--- src/rtl/cmp_duty_reporter_if.sv ---
// cmp_duty_reporter_if -- byte handshake between the duty reporter and the
// acia_tx UART transmitter.
//   tx_dat   : byte presented to the transmitter
//   tx_start : single-cycle transmit request
//   tx_busy  : transmitter is shifting a byte out
// master = reporter side, slave = transmitter side.
interface cmp_duty_reporter_if;
  logic [7:0] tx_dat;
  logic       tx_start;
  logic       tx_busy;

  modport master (output tx_dat, output tx_start, input tx_busy);
  modport slave  (input tx_dat, input tx_start, output tx_busy);
endinterface

--- src/rtl/cmp_duty_reporter.sv ---
// cmp_duty_reporter -- counts high samples of the synchronised LVDS comparator
// bit over a fixed window of WIN_CNT clocks and reports each window count to
// acia_tx as a frame: HDR, NB count bytes (MSB first), TRL.
// Ports:
//   clk, rst     : system clock, asynchronous active-low reset
//   en           : measurement enable (windows run only while high)
//   comp_in      : raw comparator bit, asynchronous to clk
//   tx           : byte handshake to acia_tx (master side)
//   frame_active : high from first byte load until the trailer completes
//   last_count   : most recent accepted window count
//   ovr_cnt      : windows dropped because a frame was still running (saturating)
module cmp_duty_reporter #(
  parameter int         WIN_CNT = 4800000,
  parameter int         CW      = $clog2(WIN_CNT+1),
  parameter int         NB      = 3,
  parameter logic [7:0] HDR     = 8'h53,
  parameter logic [7:0] TRL     = 8'h0A
) (
  input  logic                clk,
  input  logic                rst,
  input  logic                en,
  input  logic                comp_in,
  cmp_duty_reporter_if.master tx,
  output logic                frame_active,
  output logic [CW-1:0]       last_count,
  output logic [7:0]          ovr_cnt
);

  localparam int            IW       = $clog2(NB+2);
  localparam logic [CW-1:0] WIN_LAST = CW'(WIN_CNT-1);
  localparam logic [IW-1:0] IDX_LAST = IW'(NB+1);

  typedef enum logic [2:0] {IDLE, LOAD, START, WAIT_HI, WAIT_LO} state_t;

  logic [1:0]      sync;
  logic            s;
  logic [CW-1:0]   win_ctr, hi_ctr;
  logic            snap_vld;
  logic [CW-1:0]   snap;
  logic [8*NB-1:0] cnt_ext;
  state_t          state;
  logic [IW-1:0]   idx, idx_nxt;

  assign s        = sync[1];
  assign snap_vld = en && (win_ctr == WIN_LAST);
  // Includes the final sample of the window, so range is 0..WIN_CNT.
  assign snap     = hi_ctr + CW'(s);
  assign cnt_ext  = (8*NB)'(last_count);
  assign idx_nxt  = idx + 1'b1;

  // Frame byte for a given index: header, count bytes MSB first, trailer.
  function automatic logic [7:0] byte_at(input logic [IW-1:0] i,
                                         input logic [8*NB-1:0] c);
    logic [7:0] b;
    b = TRL;
    if (i == '0) b = HDR;
    for (int k = 1; k <= NB; k++)
      if (i == IW'(k)) b = c[8*(NB-k) +: 8];
    return b;
  endfunction

  // Synchroniser and measurement window.
  always_ff @(posedge clk or negedge rst) begin
    if (!rst) begin
      sync    <= 2'b00;
      win_ctr <= '0;
      hi_ctr  <= '0;
    end else begin
      sync <= {sync[0], comp_in};
      if (!en || win_ctr == WIN_LAST) begin
        win_ctr <= '0;
        hi_ctr  <= '0;
      end else begin
        win_ctr <= win_ctr + 1'b1;
        hi_ctr  <= snap;
      end
    end
  end

  // Snapshot acceptance and frame sequencer. Only an IDLE state at the edge
  // accepts a snapshot; anything else (including the WAIT_LO->IDLE edge)
  // is an overrun. tx_dat is loaded on entry to LOAD and held until the
  // next LOAD so it is stable across START/WAIT_HI/WAIT_LO.
  always_ff @(posedge clk or negedge rst) begin
    if (!rst) begin
      state        <= IDLE;
      idx          <= '0;
      tx.tx_dat    <= 8'h00;
      tx.tx_start  <= 1'b0;
      frame_active <= 1'b0;
      last_count   <= '0;
      ovr_cnt      <= 8'h00;
    end else begin
      tx.tx_start <= 1'b0;
      if (snap_vld) begin
        if (state == IDLE)         last_count <= snap;
        else if (ovr_cnt != 8'hFF) ovr_cnt    <= ovr_cnt + 1'b1;
      end
      case (state)
        IDLE: if (snap_vld) begin
          state        <= LOAD;
          idx          <= '0;
          tx.tx_dat    <= HDR;
          frame_active <= 1'b1;
        end
        LOAD: if (!tx.tx_busy) begin
          state       <= START;
          tx.tx_start <= 1'b1;
        end
        START:   state <= WAIT_HI;
        WAIT_HI: if (tx.tx_busy) state <= WAIT_LO;
        WAIT_LO: if (!tx.tx_busy) begin
          if (idx == IDX_LAST) begin
            state        <= IDLE;
            frame_active <= 1'b0;
          end else begin
            idx       <= idx_nxt;
            tx.tx_dat <= byte_at(idx_nxt, cnt_ext);
            state     <= LOAD;
          end
        end
        default: state <= IDLE;
      endcase
    end
  end

endmodule

--- src/flat_wrapper.sv ---
// flat-port wrapper written by rule: the top's interface ports become plain ports
module cmp_duty_reporter_flat 
#(
  parameter int         WIN_CNT = 4800000,
  parameter int         CW      = $clog2(WIN_CNT+1),
  parameter int         NB      = 3,
  parameter logic [7:0] HDR     = 8'h53,
  parameter logic [7:0] TRL     = 8'h0A
)
  (clk, rst, en, comp_in, frame_active, last_count, ovr_cnt, tx_tx_dat, tx_tx_start, tx_tx_busy);
  cmp_duty_reporter_if tx_i ();
  input  logic clk;
  input  logic rst;
  input  logic en;
  input  logic comp_in;
  output logic frame_active;
  output logic [CW-1:0] last_count;
  output logic [7:0] ovr_cnt;
  output wire logic [$bits(tx_i.tx_dat)-1:0] tx_tx_dat;
  output wire logic [$bits(tx_i.tx_start)-1:0] tx_tx_start;
  input wire logic [$bits(tx_i.tx_busy)-1:0] tx_tx_busy;
  assign tx_tx_dat = tx_i.tx_dat;
  assign tx_tx_start = tx_i.tx_start;
  assign tx_i.tx_busy = tx_tx_busy;
  cmp_duty_reporter #(.WIN_CNT(WIN_CNT), .CW(CW), .NB(NB), .HDR(HDR), .TRL(TRL)) u_core (.clk(clk), .rst(rst), .en(en), .comp_in(comp_in), .tx(tx_i), .frame_active(frame_active), .last_count(last_count), .ovr_cnt(ovr_cnt));
endmodule
--- config.mk ---
export PLATFORM = sky130hd
export DESIGN_NAME = cmp_duty_reporter_flat
export DESIGN_NICKNAME = d
export VERILOG_FILES = /design/src/rtl/cmp_duty_reporter_if.sv /design/src/rtl/cmp_duty_reporter.sv /design/src/flat_wrapper.sv
export SDC_FILE = /design/constraint.sdc
export NUM_CORES = 1
export LEC_CHECK = 0
export CORE_MARGIN = 1
export CORE_UTILIZATION = 36
export DETAILED_ROUTE_END_ITERATION = 10
export PLACE_DENSITY = 0.52
export SLEW_MARGIN = 20
export SYNTH_ARGS = -nofsm -noshare
export SYNTH_HDL_FRONTEND = slang
export SYNTH_SLANG_ARGS = --single-unit
--- constraint.sdc ---
create_clock -name clk -period 2.2 [get_ports clk]
set_input_delay 0.22 -clock clk [delete_from_list [all_inputs] [get_ports clk]]
set_output_delay 0.22 -clock clk [all_outputs]
set_load 0.02 [all_outputs]
## Yosys cells after proc, flatten, opt, wreduce, memory -nomap -nowiden

Cells that the tools add are included.

- Bits in registers: 95
- Logic and storage cells: 68
- Input port bits: 5

- Equality and inequality tests: 16
- $add $sub $neg: 4
- Bitwise logic cells: 1
- Muxes and demuxes: 26
- Reduce and logical (&&, ||, !) cells: 11

Operators with widths:

| cell | count |
|---|---|
| $mux W23 | 2 |
| $mux W8 | 5 |
| $add A23 B1 Y23 | 1 |
| $add A23 B1 Y23 const B | 1 |
| $eq A23 B23 Y1 const B | 1 |
| $mux W3 | 7 |
| $pmux W8 S2 | 1 |
| $pmux W3 S5 | 1 |
| $mux W7 | 2 |
| $eq A3 B2 Y1 const B | 4 |
| $reduce_and A4 Y1 | 3 |
| $add A8 B1 Y8 const B | 1 |
| $ne A2 B2 Y1 const B | 4 |
| $ne A8 B8 Y1 const B | 1 |
| $eq A3 B1 Y1 const B | 2 |
| $eq A3 B3 Y1 const B | 2 |
| $logic_not A3 Y1 | 2 |
| $mux W1 | 6 |
| $pmux W3 S2 | 1 |
| $ne A2 B1 Y1 const B | 2 |
| $add A3 B1 Y3 const B | 1 |
| $reduce_and A3 Y1 | 1 |
| $pmux W1 S2 | 1 |
| $reduce_and A2 Y1 | 1 |
| other kinds (5) | 5 |

## Depth between registers and ports, before layout

- Depth in word-level cells: 9
- Gate-level depth with buffers: 8

## Least setup slack after synthesis

OpenSTA, ideal clock, no wires.

- Kind: register to register
- From: register u_core.win_ctr[17]
- To: register u_core.ovr_cnt[1]
- Setup time: 0.125 ns
- Stages on the path, launching flop included: 6
- Path slack: 0.297 ns
- Period minus slack after synthesis: 1.903 ns
- Arrival time: 1.778 ns
- Path buffers: 1
- Cell sequence: dfrtp_1 or4b_1 nor4_4 and4_1 buf_4 mux2_2

- Longest elaborated chain between the ends: 3

Ends and longest elaborated chain:

| item | RTL line | source |
|---|---|---|
| start: declaration | cmp_duty_reporter.sv:37 | `logic [CW-1:0] win_ctr, hi_ctr;` |
| start signal: assignment | cmp_duty_reporter.sv:74 | `win_ctr <= win_ctr + 1'b1;` |
| $eq A23 B23 Y1 | cmp_duty_reporter.sv:45 | `assign snap_vld = en && (win_ctr == WIN_LAST);` |
| $logic_and A1 B1 Y1 | cmp_duty_reporter.sv:45 |  |
| $reduce_and A3 Y1 (no source line) | -- |  |
| end signal: assignment | cmp_duty_reporter.sv:97 | `else if (ovr_cnt != 8'hFF) ovr_cnt <= ovr_cnt + 1'b1;` |
| end: declaration | cmp_duty_reporter.sv:26 | `output logic [7:0] ovr_cnt` |

No other way between the ends.
A chain may end at the register's enable or synchronous reset.

## Worst setup path in the final report

- From: register u_core.idx[0]
- To: register u_core.tx.tx_dat[6]

- Longest elaborated chain between the ends: 9

Ends and longest elaborated chain:

| item | RTL line | source |
|---|---|---|
| start: declaration | cmp_duty_reporter.sv:42 | `logic [IW-1:0] idx, idx_nxt;` |
| start signal: assignment | cmp_duty_reporter.sv:117 | `idx <= idx_nxt;` |
| $add A3 B1 Y3 | cmp_duty_reporter.sv:49 | `assign idx_nxt = idx + 1'b1;` |
| $logic_not A3 Y1 | cmp_duty_reporter.sv:56 | `if (i == '0) b = HDR;` |
| $mux W7 | cmp_duty_reporter.sv:56 |  |
| $mux W7 | cmp_duty_reporter.sv:58 | `if (i == IW'(k)) b = c[8*(NB-k) +: 8];` |
| $mux W8 (2 in a row) | cmp_duty_reporter.sv:58 |  |
| $mux W8 | cmp_duty_reporter.sv:113 | `if (idx == IDX_LAST) begin` |
| $mux W8 | cmp_duty_reporter.sv:112 | `WAIT_LO: if (!tx.tx_busy) begin` |
| $pmux W8 S2 | cmp_duty_reporter.sv:99 | `case (state)` |
| end signal: assignment | cmp_duty_reporter.sv:118 | `tx.tx_dat <= byte_at(idx_nxt, cnt_ext);` |
| end: declaration | cmp_duty_reporter_if.sv:12 | `modport master (output tx_dat, output tx_start, input tx_busy);` |

Several ways; a longest one is shown, not always the timed one. The select of a mux whose other input is x is not followed.

==> results.py <==
metrics = {
    "outcome": {
        "outcome": "completed",
    },
    "sta": {
        "layout_min_cycle_time_ps": 2080,
        "hold_viol": 0,
        "finalCritPeriodShare_pct": 94.6,
        "setup_violations": 0,
        "slew_viol_final": 0,
        "rsz0062_at_grt": "yes",
        "fin_skew_ps": 6.30,
        "fin_hold_ws_ps": 328,
        "worst_slew_pin_slew_ps": 606,
        "fmax_ghz": 0.480,
        "slew_headroom_pct": 59.1,
    },
    "global_route": {
        "overflow": 0,
        "grt_usage_pct": 16.0,
        "grt_start_max_net_pins": 45,
        "grt_first_pass_wirelength_um": 15900,
        "antenna_found_initial": 0,
        "grt_pass1_vias": 3120,
    },
    "synthesis": {
        "synthArstFlopShare_pct": 100,
        "syn_inst": 446,
        "ys_warn_count": 0,
        "yosysTopAreaCellShare_pct": 53.2,
        "netlist_area_mm2": 0.00447,
        "synth_ff_type": "dfrtp_1",
        "avgSynthCellArea_um2": 10.0,
        "synth_fp_nets": 460,
        "synthTopCellsByArea": "dfrtp_1, nor2_1, xnor2_1",
        "synth_edf_count": 0,
        "synth_cell_type_count": 51,
        "ys_seq_elements": 95,
        "synth_top_area_cell": "dfrtp_1",
        "yosysSeqAreaShare_pct": 53.2,
    },
    "clock_network": {
        "clockBufferDepth": 2,
        "cts.sinks": 95,
        "root_buffer": "clkbuf_16",
        "postCtsSetupBuffers": 0,
        "cts_tree": "built",
        "worstSkewPairLatency_ps": 340,
        "h-tree-depth": 3,
        "clk_pin_slew_ps": 70,
        "cts_buffers": 9,
    },
    "pwr": {
        "p_seq_share_pct": 40.5,
        "ir_drop_v": 0.000396,
        "power_mw": 4.91,
        "clockPowerShare_pct": 36.5,
        "p_per_area_mw_per_mm2": 882,
        "switching_share_pct": 28.2,
        "total_leakage_power_nw": 2.38,
        "intPower_mw": 3.53,
        "p_comb_share_pct": 23.0,
        "switchingPower_mw": 1.38,
    },
    "die": {
        "start_util_pct": 37.0,
        "dieWidth_um": 113,
        "io_pins": 46,
        "dieArea_mm2": 0.0129,
        "core_mm2": 0.0121,
        "die_h_um": 113,
        "rows": 40,
    },
    "critical_path": {
        "critPathMaxStageDelay_ps": 430,
        "path_class": "flop to flop",
        "crit_family": "compound AO/OA/AOI/OAI gates",
        "cp.required_ps": 2430,
        "cp_max_fo": 9,
        "cp_cell_sequence": "inv_1, ha_1, nor2b_1, a211o_1, a221oi_1, nor2_1, o22a_1",
        "cp-end-kind": "flop",
        "crit_arrival_ps": 2320,
        "crit_path_start_kind": "flop",
        "cp_num_buf_inv": 1,
        "crit_slowest_cell": "dfrtp_1",
    },
    "job": {
        "drv_cap": 0,
    },
    "detailed_routing": {
        "viasPerCell": 4.90,
        "dr_wl_met3_um": 346,
        "drc": 0,
        "totalWireLength_um": 9730,
        "wl_met2_um": 4370,
        "ant_nets": 0,
        "wl_per_cell_um": 14.3,
        "firstDrtPassIters": 4,
        "vias": 3338,
        "highest_layer": "met4",
        "drtIter0Drc": 173,
        "wl_met1_um": 4870,
    },
    "cells_and_area": {
        "drive_gt1_share_pct": 10.1,
        "final_cells": 681,
        "area_growth_pct": 24.7,
        "final_common_cell": "dfrtp_1",
        "multiInputGateArea_mm2": 0.00193,
        "antennaDiodeCount": 0,
        "nets": 522,
        "layout_common_cells": "dfrtp_1, nor2_1, nand2_1",
        "fillerInstances": 1160,
        "final-seq-area_mm2": 0.00238,
        "stdcell_area_mm2": 0.00557,
        "final_core_util_pct": 46.2,
    },
    "place": {
        "place.gp.congestion": 0.809,
        "dp_hpwl_um": 7050,
        "port-buffer-count": 45,
        "placed_cell_area_mm2": 0.00519,
        "dpl.cell_count": 663,
    },
    "hold_path": {
        "min_path_type": "primary input to flop",
    },
}
[metal layers]
metal	vias to the layer above	global-route usage (%)
met2	53	23.6
met4	0	5.88
met3	11	3.24
met5	-	0
li1	1648	-
met1	1626	23.2
[sequential cells by signal, summed over array words and instances (netlist names)]
name and cells:
u_core.frame_active 1, u_core.last_count 23, u_core.state 3, u_core.sync 2, u_core.tx.tx_start 1, u_core.win_ctr 23, u_core.idx 3, u_core.ovr_cnt 8
u_core.tx.tx_dat 8, u_core.hi_ctr 23
[layout make-up]
cell class,instances,area share [%]
clock buffers,11,4.36
clock inverters,5,1.89
inverters,19,1.28
multi-input cells,317,34.6
flip-flops and latches,95,42.7
well taps,168,3.77
repair buffers,66,11.4
[synthesized netlist by cell type (5+ instances only)]
master    number
nand4_1       13
a21oi_1       11
ha_1           9
inv_1         19
dfrtp_1       95
nor2_1        67
nor3_1         8
clkbuf_1       6
buf_4          5
o21ai_1       13
nand2_1       51
xnor2_1       25
xor2_1        20
nand3_1       14
and3_1         7
o21ai_0       18
[timing repair]
action                                  CTS  global route
hold buffers                              1             0
gates resized for setup                   0             3
hold endpoints to repair                 37             0
endpoints found under the setup margin    0            30
[stage by stage]
step | setup WS, ps | setup TNS, ps
2_1_floorplan | 297 | 0
4_1_cts | 65.9 | 0
5_1_grt | -24.0 | -132
6_report | 118 | 0
3_3_place_gp | 177 | 0
3_5_place_dp | 71.0 | 0
[cell families after synthesis]
| kind of cell | synth area share, % |
|---|---|
| fa+ha+maj | 2.52 |
| simple gates | 20.9 |
| xor+xnor | 8.83 |
| flops | 53.2 |
| compound gates | 9.02 |
| buf+inv | 4.06 |
| mux | 1.40 |
[power by group through the flow]
stage	registers, mW	logic, mW	clock network, mW
after floorplan	2.11	0.612	0
after global placement	2.01	1.11	0
after detailed placement	2.02	1.12	0
after CTS	1.99	1.13	1.84
after global routing	2.00	1.25	1.90
final	1.99	1.13	1.79
[path summary, 6_finish.rpt]
check                                    start                    end  slack [ps]  cells after the start
min in group asynchronous                  rst  u_core.last_count[10]         390                      2
worst max register to register   u_core.idx[0]    u_core.tx.tx_dat[6]         120                      7
worst min register to register  u_core.sync[0]         u_core.sync[1]         350                      0
worst min-delay path                   comp_in         u_core.sync[0]         330                      1
worst max-delay path             u_core.idx[0]    u_core.tx.tx_dat[6]         120                      7
max in group asynchronous                  rst     u_core.win_ctr[10]        1170                      3
Note: power is estimated with default switching activity, not from simulation.
